<file path="config.mk">
export PLATFORM = sky130hd
export DESIGN_NAME = sam_link_tx
export DESIGN_NICKNAME = d
export VERILOG_FILES = /design/src/rtl/sam_pkg.sv /design/src/rtl/sam_piso.sv /design/src/rtl/sam_link_tx.sv
export SDC_FILE = /design/constraint.sdc
export NUM_CORES = 1
export LEC_CHECK = 0
export ABC_CLOCK_PERIOD_IN_PS = 1600
export CAP_MARGIN = 20
export CORE_MARGIN = 5
export CORE_UTILIZATION = 45
export CTS_BUF_LIST = sky130_fd_sc_hd__clkbuf_16
export DETAILED_ROUTE_END_ITERATION = 7
export PLACE_DENSITY = 0.75
export SLEW_MARGIN = 20
export SYNTH_ARGS = -nofsm -noshare
export SYNTH_HDL_FRONTEND = slang
export SYNTH_SLANG_ARGS = --single-unit
</file>
<file path="constraint.sdc">
create_clock -name i_clk -period 1.6 [get_ports i_clk]
set_input_delay 0.24 -clock i_clk [delete_from_list [all_inputs] [get_ports i_clk]]
set_output_delay 0.24 -clock i_clk [all_outputs]
set_load 0.03 [all_outputs]
</file>
<file path="src/rtl/sam_pkg.sv">
// rtl/sam_pkg.sv - field-width defaults and FSM state type for the SAM link transmitter
package sam_pkg;

  localparam int N_W_DEF     = 4;
  localparam int KEY_LEN_DEF = 8;
  localparam int DATA_W_DEF  = 8;

  typedef enum logic [2:0] {
    ST_IDLE,
    ST_LEAD,
    ST_SEND_N,
    ST_SEND_D,
    ST_SEND_C,
    ST_TRAIL,
    ST_DATA_IDLE,
    ST_DATA_SEND
  } state_t;

  function automatic int max3(input int a, input int b, input int c);
    int m;
    m = (a > b) ? a : b;
    return (m > c) ? m : c;
  endfunction

endpackage

</file>
<file path="src/rtl/sam_piso.sv">
// rtl/sam_piso.sv - left-aligned parallel-load, MSB-first shifter with a bit counter
// o_next_bit is the bit that will be current after the coming edge, so the caller can register it.
module sam_piso #(
  parameter int SH_W  = 9,
  parameter int CNT_W = 4
) (
  input  logic             i_clk,
  input  logic             i_reset,
  input  logic             i_load,
  input  logic [SH_W-1:0]  i_data,
  input  logic [CNT_W-1:0] i_len,
  input  logic             i_shift,
  output logic             o_next_bit,
  output logic             o_done
);

  logic [SH_W-1:0]  r_shift;
  logic [CNT_W-1:0] r_cnt;

  // Current bit sits at the MSB; the counter holds bits remaining including it.
  always_ff @(posedge i_clk) begin
    if (i_reset) begin
      r_shift <= '0;
      r_cnt   <= '0;
    end else if (i_load) begin
      r_shift <= i_data;
      r_cnt   <= i_len;
    end else if (i_shift && (r_cnt != '0)) begin
      r_shift <= r_shift << 1;
      r_cnt   <= r_cnt - CNT_W'(1);
    end
  end

  assign o_next_bit = i_load ? i_data[SH_W-1] : r_shift[SH_W-2];
  assign o_done     = (r_cnt == CNT_W'(1));

endmodule

</file>
<file path="src/rtl/sam_link_tx.sv">
// rtl/sam_link_tx.sv - SAM link transmitter: configuration burst (n, d, capsN) then framed ciphertext words
module sam_link_tx
  import sam_pkg::*;
#(
  parameter int N_W     = N_W_DEF,
  parameter int KEY_LEN = KEY_LEN_DEF,
  parameter int DATA_W  = DATA_W_DEF
) (
  input  logic               i_clk,
  input  logic               i_reset,
  input  logic               i_start,
  input  logic [N_W-1:0]     i_n_in,
  input  logic [KEY_LEN-1:0] i_d_in,
  input  logic [KEY_LEN-1:0] i_capsn_in,
  input  logic [DATA_W-1:0]  i_cipher_data,
  input  logic               i_cipher_valid,
  output logic               o_cipher_ready,
  output logic               o_str,
  output logic               o_mode,
  output logic               o_busy,
  output logic               o_cfg_done
);

  localparam int MAX_W = max3(N_W, KEY_LEN, DATA_W);
  localparam int SH_W  = MAX_W + 1;
  localparam int CNT_W = $clog2(MAX_W) + 1;

  state_t             r_state;
  state_t             w_next;
  logic [N_W-1:0]     r_n;
  logic [KEY_LEN-1:0] r_d;
  logic [KEY_LEN-1:0] r_c;
  logic               r_str;
  logic               r_mode;
  logic               w_latch;
  logic               w_load;
  logic [SH_W-1:0]    w_load_data;
  logic [CNT_W-1:0]   w_len;
  logic               w_shift;
  logic               w_next_serial;
  logic               w_next_cfg;
  logic               w_piso_bit;
  logic               w_piso_done;

  sam_piso #(
    .SH_W  (SH_W),
    .CNT_W (CNT_W)
  ) u_piso (
    .i_clk      (i_clk),
    .i_reset    (i_reset),
    .i_load     (w_load),
    .i_data     (w_load_data),
    .i_len      (w_len),
    .i_shift    (w_shift),
    .o_next_bit (w_piso_bit),
    .o_done     (w_piso_done)
  );

  // The shifter is reloaded on the edge that enters each serial state, so its MSB is valid in that state's first cycle.
  always_comb begin
    w_next      = r_state;
    w_latch     = 1'b0;
    w_load      = 1'b0;
    w_load_data = '0;
    w_len       = '0;
    case (r_state)
      ST_IDLE: begin
        if (i_start) begin
          w_next  = ST_LEAD;
          w_latch = 1'b1;
        end
      end
      ST_LEAD: begin
        w_next      = ST_SEND_N;
        w_load      = 1'b1;
        w_load_data = SH_W'(r_n) << (SH_W - N_W);
        w_len       = CNT_W'(N_W);
      end
      ST_SEND_N: begin
        if (w_piso_done) begin
          w_next      = ST_SEND_D;
          w_load      = 1'b1;
          w_load_data = SH_W'(r_d) << (SH_W - KEY_LEN);
          w_len       = CNT_W'(KEY_LEN);
        end
      end
      ST_SEND_D: begin
        if (w_piso_done) begin
          w_next      = ST_SEND_C;
          w_load      = 1'b1;
          w_load_data = SH_W'(r_c) << (SH_W - KEY_LEN);
          w_len       = CNT_W'(KEY_LEN);
        end
      end
      ST_SEND_C: begin
        if (w_piso_done) begin
          w_next = ST_TRAIL;
        end
      end
      ST_TRAIL: begin
        w_next = ST_DATA_IDLE;
      end
      ST_DATA_IDLE: begin
        if (i_start) begin
          w_next  = ST_LEAD;
          w_latch = 1'b1;
        end else if (i_cipher_valid) begin
          // Zero MSB above the word is the start bit.
          w_next      = ST_DATA_SEND;
          w_load      = 1'b1;
          w_load_data = SH_W'(i_cipher_data) << (SH_W - 1 - DATA_W);
          w_len       = CNT_W'(DATA_W + 1);
        end
      end
      ST_DATA_SEND: begin
        if (w_piso_done) begin
          w_next = ST_DATA_IDLE;
        end
      end
      default: w_next = ST_IDLE;
    endcase
  end

  assign w_shift = (r_state == ST_SEND_N) || (r_state == ST_SEND_D) ||
                   (r_state == ST_SEND_C) || (r_state == ST_DATA_SEND);

  assign w_next_serial = (w_next == ST_SEND_N) || (w_next == ST_SEND_D) ||
                         (w_next == ST_SEND_C) || (w_next == ST_DATA_SEND);

  assign w_next_cfg = (w_next == ST_LEAD) || (w_next == ST_SEND_N) || (w_next == ST_SEND_D) ||
                      (w_next == ST_SEND_C) || (w_next == ST_TRAIL);

  always_ff @(posedge i_clk) begin
    if (i_reset) begin
      r_state <= ST_IDLE;
      r_str   <= 1'b1;
      r_mode  <= 1'b0;
      r_n     <= '0;
      r_d     <= '0;
      r_c     <= '0;
    end else begin
      r_state <= w_next;
      r_str   <= w_next_serial ? w_piso_bit : 1'b1;
      r_mode  <= w_next_cfg;
      if (w_latch) begin
        r_n <= i_n_in;
        r_d <= i_d_in;
        r_c <= i_capsn_in;
      end
    end
  end

  assign o_str          = r_str;
  assign o_mode         = r_mode;
  assign o_busy         = (r_state == ST_LEAD) || (r_state == ST_SEND_N) || (r_state == ST_SEND_D) ||
                          (r_state == ST_SEND_C) || (r_state == ST_TRAIL);
  assign o_cfg_done     = (r_state == ST_DATA_IDLE) || (r_state == ST_DATA_SEND);
  assign o_cipher_ready = (r_state == ST_DATA_IDLE);

endmodule
</file>
==> results.tsv, run 1 <==
stage	metric	value	unit
run_status	outcome	finished with violations	
run_status	failing checks	setup timing	
die	I/O pin total	37	
route	Avg WL per Cell	14.1	um
route	Detailed Route Iter0 Violations	119	
yosys	Synth Area in Compound Gates	25.2	%
cts	CTS buffer count	5	
layout	area of all sequential standard cells	751	sq um
cts	H-tree levels	2	
hold_path	Hold Path Class	register to register	
yosys	Mapped Nets	252	
cts	Max clock buf depth	2	
placement	GPL Wtd Cong	0.814	
grt	first-pass GRT wire length	7.52	mm
timing	max frequency	624	MHz
setup_path	startpoint types	register	
placement	post-DP HPWL	3.21	mm
yosys	largest family of logic cells by synthesized area	compound AO/OA/AOI/OAI gates	
route	Routed Antenna Nets	0	
die	Die W	72.5	um
power	Power Total	2.76	mW
grt	total congestion overflow	0	
yosys	synth unique cells	43	
yosys	synthesized flop and latch total	37	
layout	share of layout cells above drive strength 1	20.7	%
grt	Total GRT Usage	18.2	%
hold_path	hold path start	r_d[1]	
yosys	synthesis warning total	0	
die	core area	0.00372	sq mm
die	initial core utilization	47.4	%
route	Vias/cell	5.39	
power	Leak Pwr	0.968	nW
setup_path	CP cell instances	inv_2 > ha_4 > buf_6 > or3b_4 > o211ai_1 > a21oi_1 > o2111ai_1	
setup_path	CP max-delay cell	or3b_4	
yosys	mux cell area share after synthesis	3.98	%
cts	CTS tree	yes	
power	switch share	26.2	%
cts	cts hold-fix bufs	0	
power	sequential power share	38.1	%
timing	clk_skew	3.57	ps
die	row count	22	
yosys	XOR/XNOR Fraction of Synth Area	1.92	%
timing	Final Max Slew Viols	0	
hold_path	Hold Crit Depth	2	
timing	Final Critical Period	1600	ps
setup_path	setup slack, reg-to-reg	-3	ps
route	detailed-router iteration count before antenna repair	6	
yosys	EDFF count, synth	0	
setup_path	CP Max Fanout	4	
power	Comb pwr share	22.8	%
yosys	area of the mapped netlist	0.00176	sq mm
setup_path	Buf+Inv Stages, Crit Path	2	
layout	area of the multi-input gates	997	sq um
setup_path	critical path class	register to register	
yosys	ys async rst share	0	%
setup_path	start of the worst register-to-register path	u_piso.r_cnt[1]	
power	Clock Power Share	39.1	%
setup_path	Critical Path Sink Type	register	
timing	RSZ-0062 raised after global routing	yes	
timing	Worst slew margin	72.0	%
die	Die Area	0.00526	sq mm
layout	Area Overhead vs Synth	48.5	%
grt	vias in the first global route	1747	
timing	worst setup margin	-3.29	ps
setup_path	crit-path max cell delay	390	ps
yosys	Post-Synth Adder-Cell Area	1.42	%
die	DIE HEIGHT	72.5	um
cts	root buffer cell	clkbuf_16	
timing	Hold WS	456	ps
timing	Final setup viols	1	
route	detailed-route via count	1740	
power	Max VDD drop	752	uV
power	Switch Pwr	0.724	mW
yosys	simple-gate portion of the synthesized area	19.9	%
route	wirelength, routed	4.57	mm
layout	final net count	308	
hold_path	hold path endpoint	r_d[1]	
yosys	Post-Syn Instances	218	
yosys	top_reg_cell synth	dfxtp_1	
setup_path	Top Family by Delay on Critical Path	compound AO/OA/AOI/OAI gates	
power	P_int	2.04	mW
setup_path	Reg-to-Reg End	o_str	
layout	Layout fillers	305	
job	MaxCap Viol Count	0	
layout	Antenna diodes	0	
timing	pin slew with the least headroom to its limit	410	ps
yosys	mean area per synthesized cell	8.08	sq um
placement	port buffer count	36	
cts	CTS Sinks	37	
timing	final hold vios	0	
grt	initial antenna violation count	0	
grt	largest net degree at the start of global routing	21	
route	final routed DRC violation total	0	
timing	Period Utilization, post-route	100	%
setup_path	Register-to-Register Path Depth	7	
cts	Skew-Pair Late Insertion Delay	280	ps
cts	clk slew on worst S/H paths	50	ps
yosys	Seq/Total Area, Yosys	42.1	%
setup_path	critical path arrival	1790	ps
setup_path	CP required	1790	ps
power	pwr dens	1060	mW/mm^2
## kinds of logic (layout without fill, tap and decap cells)
kind of cell,Yosys count,count (layout)
muxes,7,7
adders and majority gates,2,2
AOI/OAI and AO/OA,67,67
and+or+nand+nor,80,81
xor gates and xnor gates,3,3
buffers and inverters,22,78
DFF,37,37
## worst max-delay path by stage
stage                    start         endpoint  slack [ps]  cells past startpoint
2_1_floorplan  u_piso.r_cnt[1]  u_piso.r_cnt[1]          60                      7
3_3_place_gp    i_cipher_valid  u_piso.r_cnt[1]        -130                      6
3_5_place_dp    i_cipher_valid  u_piso.r_cnt[1]        -150                      6
4_1_cts        u_piso.r_cnt[1]            o_str           1                      7
5_1_grt        u_piso.r_cnt[1]            o_str         -60                      7
6_report       u_piso.r_cnt[1]            o_str          -3                      7
## Yosys cell counts, drive strengths merged, types with 2 or more instances
master,n,area share [%]
inv,8,1.7
mux2i,7,4.0
nand2b,3,1.2
a21oi,29,8.9
a22oi,6,2.6
xnor2,2,1.4
a222oi,4,2.3
ha,2,1.4
a21o,5,2.1
a211oi,3,1.6
nor3,6,2.0
nand2,49,10
o22ai,5,1.8
o21ai,7,2.0
dfxtp,37,42
buf,6,2.1
nor2,14,3.0
clkbuf,8,1.7
## worst register-to-register path: stages, from the launching register on
cell	delay [ps]
dfxtp_2	320
inv_2	70
ha_4	140
buf_6	80
or3b_4	390
o211ai_1	180
a21oi_1	100
o2111ai_1	230
## area by class of cell
cell class,instances,share of cell area (%)
flip-flops and latches,37,28.7
clock inverters,3,1.44
repair buffers,62,23.5
clock buffers,5,4.79
well taps,48,2.30
multi-input cells,160,38.2
inverters,8,1.15
## repair_timing
action                     in CTS  in global routing
setup buffers                   3                  0
setup endpoints to repair      12                 14
pin swaps                       1                  5
resized for setup               6                 19
gates cloned                    0                  1
## per-stage QoR
stage          instances  TNS, ps  cell area [sq um]  setup slack [ps]  utilization, %
5_1_grt              323     -214               2610             -59.7            70.3
3_5_place_dp         311     -989               2320              -148            62.5
6_report             323    -3.29               2610             -3.29            70.3
3_3_place_gp         311     -627               2320              -133            62.5
4_1_cts              322        0               2530              1.30            68.2
2_1_floorplan        218        0               1760              58.8               -
## sequential cells by signal (all words and copies together) (netlist names)
signal	flops
r_n	4
r_state	3
r_c	8
u_piso.r_cnt	4
r_d	8
o_str	1
u_piso.r_shift	8
o_mode	1
## per-layer routing
layer	up-vias	share of wire [%]	global-route usage [%]
li1	882	-	-
met1	797	41	19.2
met2	52	50	33.7
met3	9	6.5	4.02
met4	0	2.0	8.81
met5	-	0	0
## placed cells by master, fill, tap and decap left out, drive strengths merged, types with 2 or more instances in the layout
cell / netlist / routed
dfxtp: 37 / 37
nor3: 6 / 6
a222oi: 4 / 4
nor2: 14 / 14
or3: 1 / 2
o21ai: 7 / 7
mux2i: 7 / 7
a21o: 5 / 5
buf: 6 / 29
nand2b: 3 / 3
nand2: 49 / 49
a211oi: 3 / 3
clkdlybuf4s50: 0 / 33
clkbuf: 8 / 5
a22oi: 6 / 6
ha: 2 / 2
o22ai: 5 / 5
xnor2: 2 / 2
a21oi: 29 / 29
inv: 8 / 9
## power groups by stage
stage / Sequential, mW / Clock, mW / Combinational [mW]
final: 1.05 / 1.08 / 0.630
after global routing: 1.06 / 1.13 / 0.694
after CTS: 1.05 / 1.10 / 0.598
after detailed placement: 1.07 / 0 / 0.571
after global placement: 1.07 / 0 / 0.563
after floorplan: 1.07 / 0 / 0.320
Note: power is estimated with default switching activity, not from simulation.
==> run 2: changes to the inputs <==
- ABC_CLOCK_PERIOD_IN_PS: 1600 -> 1700
- CORE_UTILIZATION: 45 -> 50
- PLACE_DENSITY: 0.75 -> 0.78
- SETUP_SLACK_MARGIN: not set -> 0.05
- clock period: 1.6 -> 1.7 ns (I/O delays scaled with it)
==> results.tsv, run 2 (synthesis gave the netlist of run 1 again) <==
stage	metric	value	unit
route	detailed-router iteration count before antenna repair	4	
cts	clk slew on worst S/H paths	60	ps
route	Avg WL per Cell	14.3	um
timing	clk_skew	2.92	ps
route	Routed Antenna Nets	0	
grt	total congestion overflow	0	
route	final routed DRC violation total	0	
setup_path	Critical Path Sink Type	register	
setup_path	CP max-delay cell	dfxtp_2	
timing	pin slew with the least headroom to its limit	358	ps
die	I/O pin total	37	
timing	Final Max Slew Viols	0	
timing	Worst slew margin	75.5	%
cts	H-tree levels	2	
grt	largest net degree at the start of global routing	38	
setup_path	CP Max Fanout	8	
power	pwr dens	979	mW/mm^2
power	Comb pwr share	23.0	%
layout	final net count	304	
timing	Final setup viols	0	
timing	Setup TNS	0	ps
layout	Cell Count, Final, Fillers Out	317	
layout	Area Overhead vs Synth	43.1	%
setup_path	Buf+Inv Stages, Crit Path	3	
run_status	outcome	completed	
die	row count	21	
layout	commonest non-fill, non-tap cell in the layout	nand2_1	
job	MaxCap Viol Count	0	
die	core area	0.00336	sq mm
power	sequential power share	40.1	%
cts	CTS buffer count	5	
die	DIE HEIGHT	69.3	um
timing	Period Utilization, post-route	93.7	%
power	Clock Power Share	36.9	%
power	Max VDD drop	739	uV
layout	share of layout cells above drive strength 1	19.2	%
grt	vias in the first global route	1664	
setup_path	critical path class	register to register	
placement	Cells after DPL	303	
cts	CTS tree	yes	
power	switch share	28.5	%
layout	Antenna diodes	0	
setup_path	crit-path max cell delay	340	ps
placement	port buffer count	36	
timing	max frequency	628	MHz
layout	largest registers	r_c: 8 flops, r_d: 8 flops, u_piso.r_shift: 8 flops	
placement	GPL Wtd Cong	0.833	
route	detailed-route via count	1745	
power	Switch Pwr	0.703	mW
cts	Max clock buf depth	2	
timing	final hold vios	0	
timing	RSZ-0062 raised after global routing	yes	
placement	post-DP HPWL	2.95	mm
grt	initial antenna violation count	0	
setup_path	cell mode on critical path	buf_4	
timing	Final Critical Period	1590	ps
route	Vias/cell	5.50	
setup_path	critical path arrival	1750	ps
route	Detailed Route Iter0 Violations	161	
layout	most frequent cells in the layout	nand2_1 (48), dfxtp_1 (34), clkdlybuf4s50_1 (33)	
die	Die Area	0.00481	sq mm
cts	Skew-Pair Late Insertion Delay	280	ps
power	Leak Pwr	0.939	nW
grt	Total GRT Usage	18.2	%
cts	CTS Sinks	37	
route	wirelength, routed	4.52	mm
die	initial core utilization	52.3	%
setup_path	CP required	1860	ps
hold_path	Hold Path Class	register to register	
setup_path	Top Family by Delay on Critical Path	compound AO/OA/AOI/OAI gates	
power	P_int	1.76	mW
cts	cts hold-fix bufs	0	
die	Die W	69.3	um
cts	root buffer cell	clkbuf_16	
setup_path	CP cell instances	inv_2 > ha_2 > nand4bb_1 > buf_4 > nor3_2 > buf_4 > a222oi_1 > o22ai_1	
setup_path	startpoint types	register	
grt	first-pass GRT wire length	7.18	mm
## run 2: per-layer routing
layer  global-route usage (%)  vias to the layer above  share of wire, %  wire (um)
met2                     31.1                       59                50       2250
met5                        0                        -                 0          0
met4                     8.89                        0               2.4        107
met1                     20.6                      807                42       1900
li1                         -                      869                 -          -
met3                     5.22                       10               5.8        264
## run 2: path summary, 6_finish.rpt
kind | from | to | slack, ps | depth (start not counted)
max reg2reg | u_piso.r_cnt[1] | u_piso.r_shift[1] | 110 | 8
min | r_n[1] | r_n[1] | 460 | 2
min reg2reg | r_n[1] | r_n[1] | 460 | 2
max | u_piso.r_cnt[1] | u_piso.r_shift[1] | 110 | 8
## run 2: metrics by stage
step	hold slack (ps)	total power [mW]	cell area, sq um	utilization (%)	setup slack [ps]
after floorplan	391	1.31	1760	-	159
after global placement	442	1.52	2270	67.6	13.6
after detailed placement	447	1.52	2270	67.6	-12.5
after CTS	457	2.43	2450	72.9	54.0
after global routing	477	2.56	2520	74.9	31.4
final	455	2.46	2520	74.9	107
## run 2: power by group through the flow
stage / sequential [mW] / clock (mW) / combinational, mW
after floorplan: 1.01 / 0 / 0.302
after global placement: 1.00 / 0 / 0.515
after detailed placement: 1.00 / 0 / 0.519
after CTS: 0.985 / 0.914 / 0.534
after global routing: 0.997 / 0.946 / 0.621
final: 0.989 / 0.909 / 0.567
## run 2: repair_timing
action | in CTS | in global routing
cloned | 0 | 1
setup buffers | 2 | 3
resized for setup | 5 | 8
setup endpoints to repair | 11 | 13
pin swaps | 2 | 4
## run 2: worst register-to-register path, delay by kind of cell (launching register included)
family | cells | cell delay [ps]
AOI/OAI and AO/OA | 2 | 420
adders and majority gates | 1 | 170
buffers and inverters | 3 | 350
DFF | 1 | 340
and+or+nand+nor | 2 | 190
## run 2: final cells by class
cell class	instances	area (sq um)
Fill cell	276	845
Clock inverter	3	21.3
Tap cell	46	57.6
Multi-Input combinational cell	160	972
Sequential cell	37	744
Clock buffer	5	125
Timing Repair Buffer	58	568
Inverter	8	30.0
==> run 3: changes to the inputs <==
- ABC_CLOCK_PERIOD_IN_PS: 1700 -> not set
- CORE_UTILIZATION: 50 -> 52
- CTS_BUF_LIST: sky130_fd_sc_hd__clkbuf_16 -> sky130_fd_sc_hd__clkbuf_8
- PLACE_DENSITY: 0.78 -> 0.81
==> results.tsv, run 3 (synthesis gave the netlist of run 1 again) <==
stage	metric	value	unit
grt	total congestion overflow	0	
die	core area	0.00331	sq mm
setup_path	setup slack, reg-to-reg	90	ps
setup_path	CP required	1440	ps
layout	Antenna diodes	0	
die	Die W	68.2	um
route	detailed-route via count	1767	
route	Detailed Route Iter0 Violations	118	
timing	Worst slew margin	70.7	%
layout	final net count	308	
timing	RSZ-0062 raised after global routing	yes	
placement	Cells after DPL	309	
placement	GPL Wtd Cong	0.810	
cts	cts hold-fix bufs	0	
job	MaxCap Viol Count	0	
cts	root buffer cell	clkbuf_8	
layout	share of layout cells above drive strength 1	20.1	%
layout	Cell Count, Final, Fillers Out	320	
power	Leak Pwr	0.920	nW
run_status	outcome	completed	
cts	CTS Sinks	37	
route	wirelength, routed	4.61	mm
layout	area of all sequential standard cells	742	sq um
die	I/O pin total	37	
placement	placed standard-cell area	0.00229	sq mm
setup_path	cell mode on critical path	buf_4	
cts	CTS tree	yes	
setup_path	Top Family by Delay on Critical Path	buffers and inverters	
layout	commonest non-fill, non-tap cell in the layout	nand2_1	
power	Max VDD drop	594	uV
cts	Max clock buf depth	2	
layout	area of the multi-input gates	990	sq um
route	final routed DRC violation total	0	
cts	H-tree levels	2	
die	row count	21	
setup_path	start of the worst register-to-register path	r_state[2]	
grt	first-pass GRT wire length	7.22	mm
setup_path	startpoint types	register	
layout	Area Overhead vs Synth	39.8	%
timing	Period Utilization, post-route	95.6	%
route	detailed-router iteration count before antenna repair	4	
setup_path	critical path class	register to output pin	
setup_path	Buf+Inv Stages, Crit Path	3	
placement	post-DP HPWL	3.20	mm
route	Avg WL per Cell	14.4	um
hold_path	hold path endpoint	r_d[6]	
setup_path	CP max-delay cell	dfxtp_1	
die	Die Area	0.00465	sq mm
setup_path	Register-to-Register Path Depth	5	
timing	clk_skew	8.66	ps
layout	largest registers	r_c: 8 flops, r_d: 8 flops, u_piso.r_shift: 8 flops	
setup_path	crit-path max cell delay	450	ps
layout	post-route cell area	0.00246	sq mm
placement	port buffer count	36	
power	pwr dens	877	mW/mm^2
route	Vias/cell	5.52	
route	Routed Antenna Nets	0	
grt	initial antenna violation count	0	
hold_path	hold path start	r_d[6]	
cts	CTS buffer count	5	
timing	Final setup viols	0	
setup_path	Reg-to-Reg End	u_piso.r_cnt[2]	
timing	final hold vios	0	
setup_path	Critical Path Sink Type	output pin	
die	DIE HEIGHT	68.2	um
timing	Final Critical Period	1620	ps
setup_path	CP Max Fanout	10	
layout	most frequent cells in the layout	nand2_1 (49), dfxtp_1 (36), clkdlybuf4s50_1 (33)	
grt	Total GRT Usage	20.6	%
hold_path	Hold Path Class	register to register	
timing	Final Max Slew Viols	0	
setup_path	CP cell instances	buf_4 > nand2_1 > inv_1 > nor2_1 > buf_4	
setup_path	critical path arrival	1370	ps
timing	Setup TNS	0	ps
cts	clk slew on worst S/H paths	70	ps
grt	largest net degree at the start of global routing	21	
cts	Skew-Pair Late Insertion Delay	290	ps
grt	vias in the first global route	1708	
hold_path	Hold Crit Depth	2	
die	initial core utilization	53.2	%
layout	Layout fillers	281	
timing	pin slew with the least headroom to its limit	438	ps
timing	max frequency	616	MHz
timing	Hold WS	461	ps
-- run 3: cell types whose count changed in the layout (fill, tap and decap cells not counted), moves of 2 or more --
cell / before / now
buf_4: 21 / 28
clkbuf_16: 5 / 0
clkbuf_8: 0 / 5
buf_12: 4 / 1
a21oi_2: 1 / 3
dfxtp_1: 34 / 36
dfxtp_2: 3 / 1
-- run 3: what timing repair did --
action                                  4_1_cts  5_1_grt
resized for setup                             2       10
gates cloned                                  0        1
pin swaps                                     0        1
buffers inserted                              3        0
endpoints found under the setup margin       10       31
-- run 3: cell type report --
| type | instances | share of cell area (%) |
|---|---|---|
| multi-input cells | 160 | 40.2 |
| flip-flops and latches | 37 | 30.1 |
| repair buffers | 62 | 22.8 |
| clock buffers | 5 | 2.80 |
| well taps | 46 | 2.34 |
| inverters | 8 | 1.22 |
| clock inverters | 2 | 0.508 |
-- run 3: routing by layer --
metal | track usage, % | routed length, um | vias up
li1 | - | - | 881
met1 | 24.0 | 2040 | 828
met2 | 35.6 | 2310 | 52
met3 | 5.42 | 216 | 6
met4 | 8.44 | 52 | 0
met5 | 0 | 0 | -
-- run 3: worst max-delay path by stage --
stage,slack [ps],cells past startpoint,from,endpoint
floorplan,160,7,u_piso.r_cnt[1],u_piso.r_cnt[1]
global placement,30,5,i_start,r_n[1]
detailed placement,-60,7,u_piso.r_cnt[1],u_piso.r_shift[6]
CTS,60,6,u_piso.r_cnt[1],u_piso.r_cnt[1]
global route,5,5,r_state[2],u_piso.r_cnt[3]
finish,80,5,r_state[1],o_busy
-- run 3: metrics by stage --
step	total power [mW]	util, %	setup WS [ps]
floorplan	1.31	-	159
global route	2.25	74.3	4.57
global placement	1.53	69.3	31.9
finish	2.16	74.3	75.5
CTS	2.13	72.7	64.0
detailed placement	1.54	69.3	-62.4
-- run 3: worst register-to-register path, stage by stage, from the launching register on --
cell and delay, ps:
dfxtp_1 440, nand2b_2 150, xnor2_2 300, a21oi_2 130, buf_4 170, o311a_1 310
-- run 3: power by group --
group / total (mW) / switching, mW / internal [mW]
Combinational: 0.592 / 0.306 / 0.286
Sequential: 0.983 / 0.0461 / 0.937
Clock: 0.585 / 0.307 / 0.278
